===== config.mk =====
export PLATFORM = sky130hd
export DESIGN_NAME = traffic_conflict_monitor
export DESIGN_NICKNAME = d
export VERILOG_FILES = /design/src/rtl/traffic_conflict_monitor.sv
export SDC_FILE = /design/constraint.sdc
export NUM_CORES = 1
export LEC_CHECK = 0
export ABC_CLOCK_PERIOD_IN_PS = 3100
export BUFFER_PORTS_ARGS = -buffer_cell sky130_fd_sc_hd__buf_2
export CAP_MARGIN = 25
export CORE_UTILIZATION = 35
export DETAILED_ROUTE_END_ITERATION = 12
export PLACE_DENSITY = 0.61
export SLEW_MARGIN = 25
export SYNTH_ARGS = -nofsm -noshare
export SYNTH_HDL_FRONTEND = slang
export SYNTH_SLANG_ARGS = --single-unit

===== constraint.sdc =====
create_clock -name clk -period 3.1 [get_ports clk]
set_input_delay 0.62 -clock clk [delete_from_list [all_inputs] [get_ports clk]]
set_output_delay 0.62 -clock clk [all_outputs]
set_load 0.03 [all_outputs]

===== src/rtl/traffic_conflict_monitor.sv =====
// Safety gate between the traffic light controller and the lamp drivers.
// Legal commands pass with one cycle of latency; any violation latches a fault and flashes red.
module traffic_conflict_monitor #(
    parameter int STARTUP_CYCLES = 4,
    parameter int MIN_YELLOW     = 3
) (
    input  logic       clk,
    input  logic       rst,
    input  logic [2:0] light_M1_in,
    input  logic [2:0] light_S_in,
    input  logic [2:0] light_MT_in,
    input  logic [2:0] light_M2_in,
    input  logic       clr_fault,
    output logic [2:0] light_M1,
    output logic [2:0] light_S,
    output logic [2:0] light_MT,
    output logic [2:0] light_M2,
    output logic       fault,
    output logic [2:0] fault_code,
    output logic [1:0] fault_lane
);

    localparam logic [2:0] RED  = 3'b100;
    localparam logic [2:0] YEL  = 3'b010;
    localparam logic [2:0] GRN  = 3'b001;
    localparam logic [2:0] DARK = 3'b000;

    localparam int              CNT_W      = (STARTUP_CYCLES > 1) ? $clog2(STARTUP_CYCLES) : 1;
    localparam logic [CNT_W-1:0] START_LAST = CNT_W'(STARTUP_CYCLES - 1);
    localparam logic [3:0]      MIN_Y      = 4'(MIN_YELLOW);

    localparam logic [2:0] CODE_NONE  = 3'd0;
    localparam logic [2:0] CODE_ENC   = 3'd1;
    localparam logic [2:0] CODE_CONF  = 3'd2;
    localparam logic [2:0] CODE_TRANS = 3'd3;
    localparam logic [2:0] CODE_SHORT = 3'd4;

    typedef enum logic [1:0] {
        START   = 2'd0,
        MONITOR = 2'd1,
        FAULT   = 2'd2
    } state_t;

    function automatic logic is_legal(input logic [2:0] v);
        return (v == RED) || (v == YEL) || (v == GRN);
    endfunction

    function automatic logic [3:0] ycnt_sat_inc(input logic [3:0] v);
        return (v == 4'hF) ? v : v + 4'd1;
    endfunction

    state_t           state, state_nxt;
    logic [CNT_W-1:0] start_cnt, start_cnt_nxt;
    logic             fault_nxt;
    logic [2:0]       fault_code_nxt;
    logic [1:0]       fault_lane_nxt;

    logic [2:0] lane_in  [4];
    logic [2:0] prev     [4];
    logic [3:0] ycnt     [4];
    logic [2:0] lamp_p1  [4];
    logic [2:0] lamp_nxt [4];

    logic [3:0] bad_enc, bad_trans, short_y, is_grn;
    logic       chk_fail;
    logic [2:0] chk_code;
    logic [1:0] chk_lane;

    assign lane_in[0] = light_M1_in;
    assign lane_in[1] = light_S_in;
    assign lane_in[2] = light_MT_in;
    assign lane_in[3] = light_M2_in;

    // Stage p0: combinational checks of current inputs against the previous sample
    always_comb begin
        bad_enc   = '0;
        bad_trans = '0;
        short_y   = '0;
        is_grn    = '0;
        for (int i = 0; i < 4; i++) begin
            bad_enc[i]   = !is_legal(lane_in[i]);
            is_grn[i]    = (lane_in[i] == GRN);
            bad_trans[i] = ((prev[i] == RED) && (lane_in[i] == YEL)) ||
                           ((prev[i] == GRN) && (lane_in[i] == RED)) ||
                           ((prev[i] == YEL) && (lane_in[i] == GRN));
            short_y[i]   = (prev[i] == YEL) && (lane_in[i] == RED) && (ycnt[i] < MIN_Y);
        end
    end

    // Lowest code wins, then lowest lane: apply in reverse priority so the winner is written last.
    always_comb begin
        chk_fail = 1'b0;
        chk_code = CODE_NONE;
        chk_lane = 2'd0;
        for (int i = 3; i >= 0; i--) begin
            if (short_y[i]) begin
                chk_fail = 1'b1;
                chk_code = CODE_SHORT;
                chk_lane = 2'(i);
            end
        end
        for (int i = 3; i >= 0; i--) begin
            if (bad_trans[i]) begin
                chk_fail = 1'b1;
                chk_code = CODE_TRANS;
                chk_lane = 2'(i);
            end
        end
        if (is_grn[2] && is_grn[3]) begin
            chk_fail = 1'b1;
            chk_code = CODE_CONF;
            chk_lane = 2'd3;
        end
        if (is_grn[1] && is_grn[3]) begin
            chk_fail = 1'b1;
            chk_code = CODE_CONF;
            chk_lane = 2'd3;
        end
        if (is_grn[1] && is_grn[2]) begin
            chk_fail = 1'b1;
            chk_code = CODE_CONF;
            chk_lane = 2'd2;
        end
        if (is_grn[0] && is_grn[1]) begin
            chk_fail = 1'b1;
            chk_code = CODE_CONF;
            chk_lane = 2'd1;
        end
        for (int i = 3; i >= 0; i--) begin
            if (bad_enc[i]) begin
                chk_fail = 1'b1;
                chk_code = CODE_ENC;
                chk_lane = 2'(i);
            end
        end
    end

    always_comb begin
        state_nxt      = state;
        start_cnt_nxt  = start_cnt;
        fault_nxt      = fault;
        fault_code_nxt = fault_code;
        fault_lane_nxt = fault_lane;
        lamp_nxt       = lamp_p1;
        case (state)
            START: begin
                for (int i = 0; i < 4; i++) lamp_nxt[i] = RED;
                if (start_cnt == START_LAST) begin
                    state_nxt     = MONITOR;
                    start_cnt_nxt = '0;
                end else begin
                    start_cnt_nxt = start_cnt + 1'b1;
                end
            end
            MONITOR: begin
                if (chk_fail) begin
                    state_nxt      = FAULT;
                    fault_nxt      = 1'b1;
                    fault_code_nxt = chk_code;
                    fault_lane_nxt = chk_lane;
                    for (int i = 0; i < 4; i++) lamp_nxt[i] = RED;
                end else begin
                    lamp_nxt = lane_in;
                end
            end
            FAULT: begin
                if (clr_fault) begin
                    state_nxt      = START;
                    start_cnt_nxt  = '0;
                    fault_nxt      = 1'b0;
                    fault_code_nxt = CODE_NONE;
                    fault_lane_nxt = 2'd0;
                    for (int i = 0; i < 4; i++) lamp_nxt[i] = RED;
                end else begin
                    // All lanes flash in lockstep, keyed off lane 0.
                    for (int i = 0; i < 4; i++) lamp_nxt[i] = (lamp_p1[0] == RED) ? DARK : RED;
                end
            end
            default: begin
                state_nxt     = START;
                start_cnt_nxt = '0;
                for (int i = 0; i < 4; i++) lamp_nxt[i] = RED;
            end
        endcase
    end

    // Stage p1: registered lamp drive, fault status and per-lane history
    always_ff @(posedge clk or posedge rst) begin
        if (rst) begin
            state      <= START;
            start_cnt  <= '0;
            fault      <= 1'b0;
            fault_code <= CODE_NONE;
            fault_lane <= 2'd0;
            for (int i = 0; i < 4; i++) begin
                lamp_p1[i] <= RED;
                prev[i]    <= RED;
                ycnt[i]    <= 4'd0;
            end
        end else begin
            state      <= state_nxt;
            start_cnt  <= start_cnt_nxt;
            fault      <= fault_nxt;
            fault_code <= fault_code_nxt;
            fault_lane <= fault_lane_nxt;
            for (int i = 0; i < 4; i++) begin
                lamp_p1[i] <= lamp_nxt[i];
                prev[i]    <= lane_in[i];
                ycnt[i]    <= (lane_in[i] == YEL) ? ycnt_sat_inc(ycnt[i]) : 4'd0;
            end
        end
    end

    assign light_M1 = lamp_p1[0];
    assign light_S  = lamp_p1[1];
    assign light_MT = lamp_p1[2];
    assign light_M2 = lamp_p1[3];

endmodule


==> results.yml <==
run_status:
  status: "completed"
finish:
  num-nets-final: 331
  instances_no_fill: 408
  fill_cells: 734
  drive_gt1_share_pct: 21.4
  area.growth.synth_to_final_pct: 15.7
  antenna_cells: 0
  final_cell_area_sq_um: 3110
worst_setup_path:
  crit_required_ps: 3300
  cp-start-kind: "flop"
  reg2reg_depth: 8
  path_max_fanout: 5
  r2r_end: "fault_code[2]"
  r2r-start: "ycnt[12]"
  criticalPathCategory: "flop to flop"
  rrSetupSlack_ps: 220
  cp-end-kind: "flop"
  crit_arrival_ps: 3090
power_and_ir_drop:
  p_sw_uw: 600
  swShare_pct: 31.6
  intPower_mw: 1.30
  clockPowerShare_pct: 29.4
  ir_worst_vdd_v: 0.000194
  power_density_nw_per_um2: 610
  p_comb_share_pct: 28.6
  seqPwrFrac_pct: 41.9
  power_leakage_nw: 1.40
clock_tree:
  cts.clk_slew.worst_paths_ps: 90
  cts_htree_levels: 2
  clk_latency_ps: 310
  cts_root_buf: "clkbuf_8"
  clock-sinks: 50
  postCtsHoldBufs: 0
  cts_tree: "yes"
  cts_setup_buffers: 0
  cts_resized: 0
  numCtsBuffers: 5
  cts.path.max_buffers: 2
timing:
  fin_skew_ps: 11.3
  worst_slew_pin_slew_ps: 821
  fin_crit_ps: 2880
  whs_ps: 437
  fmax_mhz: 347
  slew_viol_final: 0
  rsz0062_at_grt: "false"
  relSlewSlack_pct: 45.2
  setup_viol: 0
  post-route-period-util_pct: 93.0
  hold_viol_final: 0
  setup_tns_ps: 0
logic_synthesis:
  ys_seq_area_share_pct: 46.9
  synth_async_sr_flop_share_pct: 100
  syn_nets: 296
  ys_ff_latch: 50
  synth_flop_cell: "dfrtp_1"
  synth_edf_count: 0
  yosys_warnings: 0
  synthCells: 273
  synthDistinctLibCells: 54
  syn_area_sq_um: 2690
  synth.avg_cell_area_sq_um: 9.84
global_route:
  grt_pass1_vias: 2007
  grt_pass1_wl_microns: 9520
  grt.total_usage_pct: 15.6
  antenna_found_initial: 0
  grt_max_degree: 49
  globalRouteOverflowTotal: 0
floorplanning:
  io_pins: 33
  dieHeight_microns: 89.6
  die_w_microns: 89.6
  initial_core_util_pct: 36.7
  row_count: 31
  core_sq_um: 7330
  dieArea_sq_um: 8030
placed_design:
  dp_cells: 400
  place_area_sq_um: 2970
  gp_congestion: 0.877
  numPortBuffers: 32
  hpwl_microns: 4140
route:
  drt-initial-drc-count: 73
  first_pass_iters: 4
  wire_per_inst_microns: 14.0
  final_antenna_net_count: 0
  vias_per_cell: 5.17
  vias: 2111
  drcViolationCount: 0
  wl_microns: 5700
job:
  max_cap_violations: 0
hold_path:
  hp-class: "input port to asynchronous set/reset pin"
## worst max-delay path, cell delays in order (launching register included)
cell and delay (ps):
dfrtp_1 430, ha_1 270, or4b_1 540, or4b_1 500, o2111ai_2 230, nor4_2 90
a31oi_4 260, o21ai_2 140, mux2_4 330
## layout by cell type (no fill, tap or decap), types with 9 or more instances in the layout
master	synthesis	final
dfrtp_1	42	42
buf_2	1	32
nand2b_1	11	11
nor2_1	37	37
nand2_1	18	18
a21oi_1	10	10
nand3_1	9	9
## metrics by stage
stage,power (mW),setup WS [ps],util (%)
final,1.90,218,42.4
after global routing,2.03,69.1,42.4
after CTS,1.93,210,42.4
after detailed placement,1.36,229,40.5
after global placement,1.35,257,40.5
after floorplan,1.22,371,-
## cell usage after synthesis (5+ instances only)
cell type / n / area (sq um)
a31oi_1: 6 / 37.5
dfrtp_1: 42 / 1050
mux2i_1: 5 / 50.1
ha_1: 8 / 100
o21ai_0: 8 / 40.0
nor3b_1: 8 / 60.1
nand2b_1: 11 / 68.8
nor3_1: 6 / 30.0
nand2_1: 18 / 67.6
and2_1: 8 / 50.1
a21oi_1: 10 / 50.1
nand3_1: 9 / 45.0
xnor2_1: 8 / 70.1
dfstp_2: 8 / 210
inv_1: 9 / 33.8
nor2_1: 37 / 139
clkbuf_1: 6 / 22.5
## power groups by stage
stage / clock network (mW) / registers [mW] / logic [mW]
2_1_floorplan: 0 / 0.890 / 0.331
3_3_place_gp: 0 / 0.806 / 0.547
3_5_place_dp: 0 / 0.810 / 0.548
4_1_cts: 0.579 / 0.796 / 0.550
5_1_grt: 0.604 / 0.807 / 0.614
6_report: 0.558 / 0.795 / 0.543
## final cells by class
type,instances,area (sq um),area share [%]
inverter,9,35.0,1.13
multi-input combinational,206,1360,43.6
tap,99,124,3.98
sequential,50,1260,40.5
timing repair buffer,36,190,6.11
clock inverter,2,60.1,1.93
clock buffer,6,82.6,2.65
## state kept, by name (all words and copies together), names as in the netlist
register,cells
light_S,3
ycnt,16
light_M1,3
prev,12
state,2
fault,1
light_M2,3
fault_code,3
light_MT,3
start_cnt,2
fault_lane,2
## kinds of logic (layout without fill, tap and decap cells)
group	Yosys count	in the layout	share of synthesized area, %
AOI/OAI and AO/OA	51	51	12.9
adders and majority gates	8	8	3.72
buffers and inverters	17	53	2.56
xor gates and xnor gates	9	9	2.93
muxes	8	8	3.40
and+or+nand+nor	130	130	27.5
DFF	50	50	46.9
## how the worst max path moves through the flow
stage | start | endpoint | slack, ps | cells past startpoint
after floorplan | light_M1_in[2] | fault_code[1] | 370 | 8
after global placement | ycnt[12] | fault_code[2] | 260 | 8
after detailed placement | ycnt[12] | fault_code[1] | 230 | 8
after CTS | ycnt[12] | fault_code[2] | 210 | 8
after global routing | ycnt[12] | fault_code[2] | 70 | 8
final | ycnt[12] | fault_code[2] | 220 | 8
## per-layer routing
metal	wire, microns	up-vias	part of all wire [%]	track usage [%]
met1	2740	1005	48	20.2
met3	236	10	4.1	3.56
li1	-	1053	-	-
met5	0	-	0	0
met2	2580	43	45	25.1
met4	141	0	2.5	7.07
No activity file was read; power rests on OpenSTA's default activity.
